[config.mk]
export PLATFORM = sky130hd
export DESIGN_NAME = reg_file_sb_flat
export DESIGN_NICKNAME = d
export VERILOG_FILES = /design/src/rtl/reg_file_sb_pkg.sv /design/src/rtl/reg_file_sb_if.sv /design/src/rtl/rf_pend_counter.sv /design/src/rtl/reg_file_sb.sv /design/src/flat_wrapper.sv
export SDC_FILE = /design/constraint.sdc
export NUM_CORES = 2
export LEC_CHECK = 0
export CAP_MARGIN = 20
export CORE_MARGIN = 4
export CORE_UTILIZATION = 35
export DETAILED_ROUTE_END_ITERATION = 10
export HOLD_SLACK_MARGIN = 0.03
export SLEW_MARGIN = 0
export SYNTH_ARGS = -nofsm -noshare
export SYNTH_HDL_FRONTEND = slang
export SYNTH_SLANG_ARGS = --single-unit
[constraint.sdc]
create_clock -name clk_i -period 6.53 [get_ports clk_i]
set_clock_uncertainty 0.2 [all_clocks]
set_input_delay 1.6325 -clock clk_i [delete_from_list [all_inputs] [get_ports clk_i]]
set_output_delay 1.6325 -clock clk_i [all_outputs]
set_load 0.02 [all_outputs]
[src/rtl/reg_file_sb_pkg.sv]
// Shared configuration for the register file: default sizes and the address/data types.
package reg_file_sb_pkg;
  localparam int DATA_WIDTH   = 32;
  localparam int NUM_REGISTER = 32;
  localparam int REG_ADDR_W   = $clog2(NUM_REGISTER);

  typedef logic [REG_ADDR_W-1:0] reg_addr_t;
  typedef logic [DATA_WIDTH-1:0] reg_data_t;

  // Largest pending count a PEND_W-bit counter can hold.
  function automatic int pend_max(input int pend_w);
    return (1 << pend_w) - 1;
  endfunction
endpackage

[src/rtl/reg_file_sb_if.sv]
// Read, write-back and issue-claim signals between the pipeline and the register file.
interface reg_file_sb_if #(
  parameter int DATA_WIDTH   = 32,
  parameter int NUM_REGS     = 32,
  parameter int NUM_RD_PORTS = 2
);
  localparam int AW = $clog2(NUM_REGS);

  logic [NUM_RD_PORTS*AW-1:0]         rs_addr_i;
  logic [NUM_RD_PORTS*DATA_WIDTH-1:0] rs_data_o;
  logic [NUM_RD_PORTS-1:0]            rs_busy_o;
  logic                               wb_we_i;
  logic [AW-1:0]                      wb_addr_i;
  logic [DATA_WIDTH-1:0]              wb_data_i;
  logic                               issue_valid_i;
  logic [AW-1:0]                      issue_rd_addr_i;
  logic                               issue_ready_o;
  logic                               pend_any_o;

  modport master (
    output rs_addr_i, wb_we_i, wb_addr_i, wb_data_i, issue_valid_i, issue_rd_addr_i,
    input  rs_data_o, rs_busy_o, issue_ready_o, pend_any_o
  );

  modport slave (
    input  rs_addr_i, wb_we_i, wb_addr_i, wb_data_i, issue_valid_i, issue_rd_addr_i,
    output rs_data_o, rs_busy_o, issue_ready_o, pend_any_o
  );
endinterface

[src/rtl/rf_pend_counter.sv]
// Saturating up/down count of in-flight writes to one register; never wraps or underflows.
module rf_pend_counter #(
  parameter int PEND_W = 2
) (
  input  logic clk,
  input  logic rst_n,
  input  logic inc,
  input  logic dec,
  output logic sat,
  output logic nonzero,
  output logic last
);
  logic [PEND_W-1:0] cnt;

  assign sat     = (cnt == '1);
  assign nonzero = (cnt != '0);
  assign last    = (cnt == PEND_W'(1));

  // Simultaneous claim and retire cancel out.
  always_ff @(posedge clk) begin
    if (!rst_n) begin
      cnt <= '0;
    end else if (inc && !dec && !sat) begin
      cnt <= cnt + PEND_W'(1);
    end else if (dec && !inc && nonzero) begin
      cnt <= cnt - PEND_W'(1);
    end
  end
endmodule

[src/rtl/reg_file_sb.sv]
// Register file with async read ports, one write-back port and a pending-write scoreboard.
// Optional same-cycle write-to-read forwarding: define REGFILE_BYPASS_EN.
module reg_file_sb
  import reg_file_sb_pkg::*;
#(
  parameter int DATA_WIDTH   = reg_file_sb_pkg::DATA_WIDTH,
  parameter int NUM_REGS     = reg_file_sb_pkg::NUM_REGISTER,
  parameter int NUM_RD_PORTS = 2,
  parameter int PEND_W       = 2
) (
  input  logic          clk_i,
  input  logic          rst_n_i,
  reg_file_sb_if.slave  bus
);
  localparam int AW = $clog2(NUM_REGS);

  logic [DATA_WIDTH-1:0] regs [NUM_REGS-1:1];
  logic [NUM_REGS-1:0]   sat_vec;
  logic [NUM_REGS-1:0]   nz_vec;
  logic [NUM_REGS-1:0]   last_vec;
  logic                  issue_ready;

  always_ff @(posedge clk_i) begin
    if (!rst_n_i) begin
      for (int r = 1; r < NUM_REGS; r++) begin
        regs[r] <= '0;
      end
    end else if (bus.wb_we_i && bus.wb_addr_i != '0) begin
      regs[bus.wb_addr_i] <= bus.wb_data_i;
    end
  end

  // Register 0 has no counter: never busy, never saturated.
  assign sat_vec[0]  = 1'b0;
  assign nz_vec[0]   = 1'b0;
  assign last_vec[0] = 1'b0;

  for (genvar r = 1; r < NUM_REGS; r++) begin : g_pend
    logic inc;
    logic dec;
    assign inc = bus.issue_valid_i && issue_ready && (bus.issue_rd_addr_i == AW'(r));
    assign dec = bus.wb_we_i && (bus.wb_addr_i == AW'(r));

    rf_pend_counter #(.PEND_W(PEND_W)) u_cnt (
      .clk     (clk_i),
      .rst_n   (rst_n_i),
      .inc     (inc),
      .dec     (dec),
      .sat     (sat_vec[r]),
      .nonzero (nz_vec[r]),
      .last    (last_vec[r])
    );
  end

  assign issue_ready       = (bus.issue_rd_addr_i == '0) || !sat_vec[bus.issue_rd_addr_i];
  assign bus.issue_ready_o = issue_ready;
  assign bus.pend_any_o    = |nz_vec;

  for (genvar k = 0; k < NUM_RD_PORTS; k++) begin : g_rd
    logic [AW-1:0]         addr;
    logic [DATA_WIDTH-1:0] arr_dat;
    logic                  hit;

    assign addr    = bus.rs_addr_i[k*AW +: AW];
    assign arr_dat = (addr == '0) ? '0 : regs[addr];
`ifdef REGFILE_BYPASS_EN
    assign hit = bus.wb_we_i && (bus.wb_addr_i == addr) && (addr != '0);
`else
    assign hit = 1'b0;
`endif
    // A forwarded write that retires the last pending claim clears the hazard this cycle.
    assign bus.rs_data_o[k*DATA_WIDTH +: DATA_WIDTH] = hit ? bus.wb_data_i : arr_dat;
    assign bus.rs_busy_o[k] = nz_vec[addr] && !(hit && last_vec[addr]);
  end

`ifndef SYNTHESIS
  logic claim_same;
  assign claim_same = bus.issue_valid_i && issue_ready && (bus.issue_rd_addr_i == bus.wb_addr_i);

  a_no_underflow: assert property (@(posedge clk_i) disable iff (!rst_n_i)
    !(bus.wb_we_i && bus.wb_addr_i != '0 && !nz_vec[bus.wb_addr_i] && !claim_same))
    else $error("write-back to register %0d with no pending claim", bus.wb_addr_i);
`endif
endmodule
[src/flat_wrapper.sv]
// flat-port wrapper written by rule: the top's interface ports become plain ports
module reg_file_sb_flat import reg_file_sb_pkg::*;
#(
  parameter int DATA_WIDTH   = reg_file_sb_pkg::DATA_WIDTH,
  parameter int NUM_REGS     = reg_file_sb_pkg::NUM_REGISTER,
  parameter int NUM_RD_PORTS = 2,
  parameter int PEND_W       = 2
)
  (clk_i, rst_n_i, bus_rs_addr_i, bus_wb_we_i, bus_wb_addr_i, bus_wb_data_i, bus_issue_valid_i, bus_issue_rd_addr_i, bus_rs_data_o, bus_rs_busy_o, bus_issue_ready_o, bus_pend_any_o);
  reg_file_sb_if #(.DATA_WIDTH(DATA_WIDTH), .NUM_REGS(NUM_REGS), .NUM_RD_PORTS(NUM_RD_PORTS)) bus_i ();
  input  logic clk_i;
  input  logic rst_n_i;
  input wire logic [$bits(bus_i.rs_addr_i)-1:0] bus_rs_addr_i;
  input wire logic [$bits(bus_i.wb_we_i)-1:0] bus_wb_we_i;
  input wire logic [$bits(bus_i.wb_addr_i)-1:0] bus_wb_addr_i;
  input wire logic [$bits(bus_i.wb_data_i)-1:0] bus_wb_data_i;
  input wire logic [$bits(bus_i.issue_valid_i)-1:0] bus_issue_valid_i;
  input wire logic [$bits(bus_i.issue_rd_addr_i)-1:0] bus_issue_rd_addr_i;
  output wire logic [$bits(bus_i.rs_data_o)-1:0] bus_rs_data_o;
  output wire logic [$bits(bus_i.rs_busy_o)-1:0] bus_rs_busy_o;
  output wire logic [$bits(bus_i.issue_ready_o)-1:0] bus_issue_ready_o;
  output wire logic [$bits(bus_i.pend_any_o)-1:0] bus_pend_any_o;
  assign bus_i.rs_addr_i = bus_rs_addr_i;
  assign bus_i.wb_we_i = bus_wb_we_i;
  assign bus_i.wb_addr_i = bus_wb_addr_i;
  assign bus_i.wb_data_i = bus_wb_data_i;
  assign bus_i.issue_valid_i = bus_issue_valid_i;
  assign bus_i.issue_rd_addr_i = bus_issue_rd_addr_i;
  assign bus_rs_data_o = bus_i.rs_data_o;
  assign bus_rs_busy_o = bus_i.rs_busy_o;
  assign bus_issue_ready_o = bus_i.issue_ready_o;
  assign bus_pend_any_o = bus_i.pend_any_o;
  reg_file_sb #(.DATA_WIDTH(DATA_WIDTH), .NUM_REGS(NUM_REGS), .NUM_RD_PORTS(NUM_RD_PORTS), .PEND_W(PEND_W)) u_core (.clk_i(clk_i), .rst_n_i(rst_n_i), .bus(bus_i));
endmodule
* Yosys cells after proc, flatten, opt, wreduce, memory -nomap -nowiden
Memories as Yosys holds them, arrays and structs flattened.
Index checks and enable logic that the tools add are counted.
** Operators by class
- Add/subtract/negate cells :: 62
- Magnitude comparators :: 3
- Equality and inequality tests :: 93
- Muxes and demuxes :: 77
- Reductions and logical operators :: 351
** Operator list (number)
- $logic_and 1x1->1 :: 188
- $eq 5x5->1 const B :: 32
- $mux 2 :: 62
- $reduce_bool 2->1 :: 62
- $mux 32 :: 3
- $logic_not 1->1 :: 94
- $eq 5x4->1 const B :: 16
- $add 2x1->2 const B :: 31
- $eq 2x2->1 const B :: 31
- $sub 2x1->2 const B :: 31
- $eq 5x3->1 const B :: 8
- $reduce_or 32->1 :: 1
- $reduce_or 31->1 :: 1
- $eq 5x2->1 const B :: 4
- $lt 5x6->1 const B :: 3
- $bmux 1 s5 :: 3
- $logic_not 5->1 :: 3
- $eq 5x1->1 const B :: 2
- $mux 1 :: 8
- $mux 5 :: 1
- $reduce_bool 5->1 :: 1
- $logic_or 1x1->1 :: 1
** Word-level totals
- Bits in registers :: 62
- Memory bits (writable) :: 992
- Input bits :: 56
- Output and inout bits :: 68
- Word-level logic and storage cells :: 618
- Memories kept :: 1
** Memories
- u_core.regs :: words 31, bits a word 32, read ports 2, clocked after memory_dff 0, write ports 31, RTL line reg_file_sb.sv:17 : logic [DATA_WIDTH-1:0] regs [NUM_REGS-1:1];

* Longest topological paths before layout
- Word-level depth :: 12
- Gate-level depth with buffers :: 10
- Gate-level depth less buffers :: 7

* Modules after synthesis
Synthesis repeated with hierarchy kept, for this count alone.
** Unflattened totals
- Cell total of the unflattened synthesis :: 4445
- Area total of the unflattened synthesis :: 61308.8 µm²
** Modules (own cells, without submodules)
- reg_file_sb :: times used 1, cells each 3794, area an instance 55917.4 µm²
- rf_pend_counter :: times used 31, cells each 21, area an instance 173.9 µm²

* Worst setup path after synthesis
Ideal clock, no wire load.
- Path type :: input-to-output
- Start point :: in bus_rs_addr_i[1]
- End point :: out bus_rs_busy_o[0]
- Arrival :: 3.580 ns
- Path slack :: 1.117 ns
- Cell stages on the path :: 6
- Path through :: clkbuf_1 > buf_2 > buf_1 > mux4_2 > mux4_2 > mux2i_1
** Between the ends
- Cells in the longest elaborated chain, start to end :: 2
** RTL lines
- start, declared :: RTL line flat_wrapper.sv:13 : input wire logic [$bits(bus_i.rs_addr_i)-1:0] bus_rs_addr_i;
- $bmux 1 s5 :: RTL line reg_file_sb.sv:73 : assign bus.rs_busy_o[k] = nz_vec[addr] && !(hit && last_vec[addr]);
- $mux 1 (implied by the code) :: RTL line reg_file_sb.sv:73
- end, declared :: RTL line flat_wrapper.sv:20 : output wire logic [$bits(bus_i.rs_busy_o)-1:0] bus_rs_busy_o;
Every way passes these cells. The select of a mux whose other input is x is not followed.

* Worst setup path in the final report
- Start point :: in bus_rs_addr_i[0]
- End point :: out bus_rs_data_o[28]
** Between the ends
- Cells in the longest elaborated chain, start to end :: 2
** RTL lines
- $mem_v2 31x32 / $logic_not 5->1 (equally long branches)
- $mux 32 (*) :: RTL line reg_file_sb.sv:65 : assign arr_dat = (addr == '0) ? '0 : regs[addr];
- end, declared :: RTL line flat_wrapper.sv:19 : output wire logic [$bits(bus_i.rs_data_o)-1:0] bus_rs_data_o;
Every way passes the cells marked *; elsewhere a longest branch is shown, timed or not.

==> impl_results.rst <==
.. list-table::
   :header-rows: 1

   * - Metric
     - Value
   * - Final Wtd Congestion
     - 0.888
   * - Length of the first detailed-routing pass in iterations
     - 6
   * - CTS tree
     - built
   * - Slew Limit Fails
     - 0
   * - Clock root buffer
     - sky130_fd_sc_hd__clkbuf_16
   * - DR vias
     - 37,700
   * - Compound-Gate Fraction of Synth Area
     - 0.0219
   * - Primary flip-flop cell chosen by synthesis mapping
     - sky130_fd_sc_hd__edfxtp_1
   * - Highest ir drop seen on vdd
     - 235 uV
   * - Sum of overflow across all layers after global routing
     - 0
   * - Reg2Reg Setup Slack
     - 3780 ps
   * - Transition time at the pin with the least slew margin
     - 1140 ps
   * - Number of endpoints failing setup at the final stage
     - 0
   * - Dominant combinational cell family by area after synthesis
     - multiplexers
   * - Post-Syn Instances
     - 3,874
   * - Final standard cell utilization of the core
     - 0.405
   * - Total power per unit cell area
     - 252 mW/mm^2
   * - Number of antenna violations at the first check in global routing
     - 23
   * - Most frequent standard cell in the layout excluding fill and tap cells
     - sky130_fd_sc_hd__edfxtp_1
   * - #FFs+latches synth
     - 1,086
   * - Unrepaired setup endpoints after global routing
     - false
   * - Final cell count without fillers
     - 6,266
   * - Final Power
     - 0.0171 W
   * - Overall die height
     - 418 um
   * - Min-Delay Startpoint
     - u_core.g_pend[24].u_cnt.cnt[1]
   * - Share of final-layout standard cells stronger than drive strength 1
     - 0.275
   * - Synth cell types
     - 63
   * - Hold EP
     - u_core.g_pend[24].u_cnt.cnt[1]
   * - Post-synthesis share of cell area spent on xor and xnor gates
     - 0.000893
   * - Effective utilization at floorplan
     - 0.352
   * - Count of buffers inserted at the top-level ports
     - 123
   * - Deepest clock path buffer count
     - 3
   * - CP Capture Type
     - output port
   * - Number of fillers in the final layout
     - 15,000
   * - Number of nets with antenna violations after routing
     - 0
   * - Average detailed-routed wire length per instance
     - 33.1 um
   * - Cell area after synthesis
     - 0.0588 sq mm
   * - Count of cells along the worst register-to-register path
     - 6
   * - Die X
     - 418 um
   * - Wire length of the first global-routing pass
     - 290,000 um
   * - Worst skew pair latency
     - 750 ps
   * - Data arrival time at the worst-slack endpoint
     - 4490 ps
   * - Endpoint of the lowest-slack register-to-register path
     - u_core.g_pend[5].u_cnt.cnt[0]
   * - CORE AREA
     - 0.167 sq mm
   * - Clock buffers created by TritonCTS
     - 115
   * - Quantity of hold-fixing buffers added after cts
     - 0
   * - Headroom to the max-slew limit
     - 0.237
   * - Data required time at the worst endpoint
     - 4700 ps
   * - Post-route fraction of the period consumed by the critical path
     - 0.968
   * - Area growth from synthesis to layout
     - 15.1%
   * - Clock sink total
     - 1,086
   * - Setup TNS
     - 0 ps
   * - Post-synth top area share
     - 0.523
   * - Peak fanout along the critical path
     - 25
   * - Launch instance of the worst register-to-register path
     - u_core.g_pend[4].u_cnt.cnt[1]
   * - Area of the die
     - 0.175 sq mm
   * - Final hold violation count
     - 0
   * - Final worst path period need
     - 6320 ps
   * - Maximum number of pins on one net before global-route repair
     - 55
   * - Standard-cell rows
     - 150
   * - Total Routing Usage GR
     - 0.235
   * - Number of cells after detailed placement
     - 6,042
   * - Net count of the finished layout
     - 4,013
   * - Hold_ws
     - 299 ps
   * - H-tree level count
     - 3
   * - Critical Path Source Type
     - primary input
   * - Number of synthesized flops with an enable pin
     - 1,024
   * - Mean area per synthesized cell
     - 15.2 sq um
   * - Mux contribution to synthesized area
     - 0.264
   * - Post-CTS Setup Bufs
     - 0
   * - # resized after CTS
     - 0
   * - Highest-count cells in the layout ignoring fill and taps
     - sky130_fd_sc_hd__edfxtp_1, sky130_fd_sc_hd__and2_1, sky130_fd_sc_hd__mux4_2
   * - Via count of the first global-routing pass
     - 37,700
   * - Max-Cap Viols
     - 0
   * - Number of instances on the worst hold path
     - 2
   * - Total wirelength of the detailed-routed design
     - 207,000 um
   * - Largest cells by area after synthesis
     - sky130_fd_sc_hd__edfxtp_1, sky130_fd_sc_hd__mux4_2, sky130_fd_sc_hd__and2_1
   * - Warnings from Yosys
     - 0
   * - Detailed-route vias per instance
     - 6.02
   * - Starting DRC count in detailed routing
     - 5,917
   * - DRC Markers
     - 0
   * - Reported leakage power
     - 22.5 nW
   * - Ports placed on the boundary
     - 124
   * - Critical path start-end classification
     - in2out
   * - HPWL reported at the end of detailed placement
     - 120,000 um
   * - Adder and majority cell fraction of the synthesized area
     - 0
   * - Type of the most critical hold path
     - reg2reg
   * - Post-synthesis async set-or-reset flop share
     - 0
   * - CTS clk-pin slew, worst paths
     - 60 ps
   * - Maximum frequency from static timing analysis
     - 0.158 GHz
   * - Outcome
     - finished clean
   * - Post-synthesis cell type with the largest combined area
     - sky130_fd_sc_hd__edfxtp_1
   * - Simple-gate area share of the yosys netlist
     - 0.142
   * - Post-synthesis sequential area ratio
     - 0.544
## cells in the mapped netlist, types with 3 or more instances
cell and count:
sky130_fd_sc_hd__buf_2 65, sky130_fd_sc_hd__or4_1 5, sky130_fd_sc_hd__o22ai_1 3, sky130_fd_sc_hd__edfxtp_1 1024, sky130_fd_sc_hd__o211ai_1 12, sky130_fd_sc_hd__a31oi_1 6, sky130_fd_sc_hd__xnor2_1 5, sky130_fd_sc_hd__buf_6 3
sky130_fd_sc_hd__o21a_1 6, sky130_fd_sc_hd__o2111ai_1 6, sky130_fd_sc_hd__and2_1 996, sky130_fd_sc_hd__nor3_1 33, sky130_fd_sc_hd__nand3_1 47, sky130_fd_sc_hd__mux2_2 4, sky130_fd_sc_hd__nor4_1 3, sky130_fd_sc_hd__inv_1 5
sky130_fd_sc_hd__mux2i_1 66, sky130_fd_sc_hd__mux4_2 657, sky130_fd_sc_hd__a211oi_1 17, sky130_fd_sc_hd__buf_1 39, sky130_fd_sc_hd__o311ai_1 6, sky130_fd_sc_hd__o31ai_1 3, sky130_fd_sc_hd__nand4b_1 9, sky130_fd_sc_hd__or4b_1 3
sky130_fd_sc_hd__clkbuf_1 287, sky130_fd_sc_hd__nand2_1 92, sky130_fd_sc_hd__o211a_1 4, sky130_fd_sc_hd__nand4_1 21, sky130_fd_sc_hd__nor2_1 179, sky130_fd_sc_hd__nor2b_1 10, sky130_fd_sc_hd__nand2b_1 9, sky130_fd_sc_hd__nand3b_1 8
sky130_fd_sc_hd__a21o_1 11, sky130_fd_sc_hd__dfxtp_1 62, sky130_fd_sc_hd__and3_1 11, sky130_fd_sc_hd__o21ai_1 5, sky130_fd_sc_hd__o21ai_0 67, sky130_fd_sc_hd__a21oi_1 40, sky130_fd_sc_hd__o311ai_0 4, sky130_fd_sc_hd__nor3b_1 3
sky130_fd_sc_hd__or3_1 13
## worst max-delay path by stage
stage / from / endpoint / slack (ps) / cells after the start
CTS: bus_rs_addr_i[0] / bus_rs_data_o[7] / 190 / 7
detailed placement: bus_rs_addr_i[0] / bus_rs_data_o[7] / 190 / 7
floorplan: bus_rs_addr_i[1] / bus_rs_busy_o[0] / 1120 / 6
global placement: bus_rs_addr_i[0] / bus_rs_data_o[7] / 210 / 7
finish: bus_rs_addr_i[0] / bus_rs_data_o[28] / 210 / 8
global route: bus_rs_addr_i[0] / bus_rs_data_o[7] / 130 / 7
## area by class of cell
class / instances / area (sq um) / share of cell area
tap: 2204 / 2760 / 0.0407
clock inverter: 76 / 751 / 0.0111
antenna: 12 / 30.0 / 0.000443
inverter: 6 / 22.5 / 0.000333
clock buffer: 134 / 2950 / 0.0435
multi-input combinational: 2416 / 25800 / 0.381
timing repair buffer: 332 / 3420 / 0.0505
sequential: 1086 / 32000 / 0.472
## worst max-delay path, cell delays in order
cell                              delay [ps]
sky130_fd_sc_hd__buf_8                   330
sky130_fd_sc_hd__buf_12                  240
sky130_fd_sc_hd__buf_4                   170
sky130_fd_sc_hd__mux4_2                  490
sky130_fd_sc_hd__mux4_2                  460
sky130_fd_sc_hd__mux2i_1                 280
sky130_fd_sc_hd__nor2_1                  200
sky130_fd_sc_hd__clkdlybuf4s50_1         590
## kinds of logic after synthesis
| kind of cell | Yosys count |
|---|---|
| simple gates | 1449 |
| other cells | 1 |
| mux | 727 |
| compound gates | 202 |
| flops | 1086 |
| xor+xnor | 6 |
| buf+inv | 403 |
## through the flow
| step | worst slack (ps) | area [sq um] |
|---|---|---|
| global route | 126 | 67700 |
| finish | 207 | 67700 |
| global placement | 213 | 64000 |
| CTS | 186 | 67700 |
| floorplan | 1120 | 58900 |
| detailed placement | 190 | 64000 |
## where the power goes
group | total (W) | internal (W) | switching (W)
combinational | 0.00235 | 0.00107 | 0.00127
clock | 0.00658 | 0.00363 | 0.00294
sequential | 0.00817 | 0.00798 | 0.000186
total | 0.0171 | 0.0127 | 0.00440
## metal layers
| layer | track usage | routed length [um] | up-vias |
|---|---|---|---|
| li1 | - | - | 15100 |
| met1 | 0.323 | 79300 | 19800 |
| met2 | 0.364 | 95600 | 2452 |
| met3 | 0.0598 | 24400 | 401 |
| met4 | 0.0834 | 7960 | 0 |
| met5 | 0 | 0 | - |
## sequential cells by signal, indices dropped and copies added, names as in the netlist
register and flops:
u_core.regs 1024, u_core.g_pend.u_cnt.cnt 62
No activity file was read; power rests on OpenSTA's default activity.
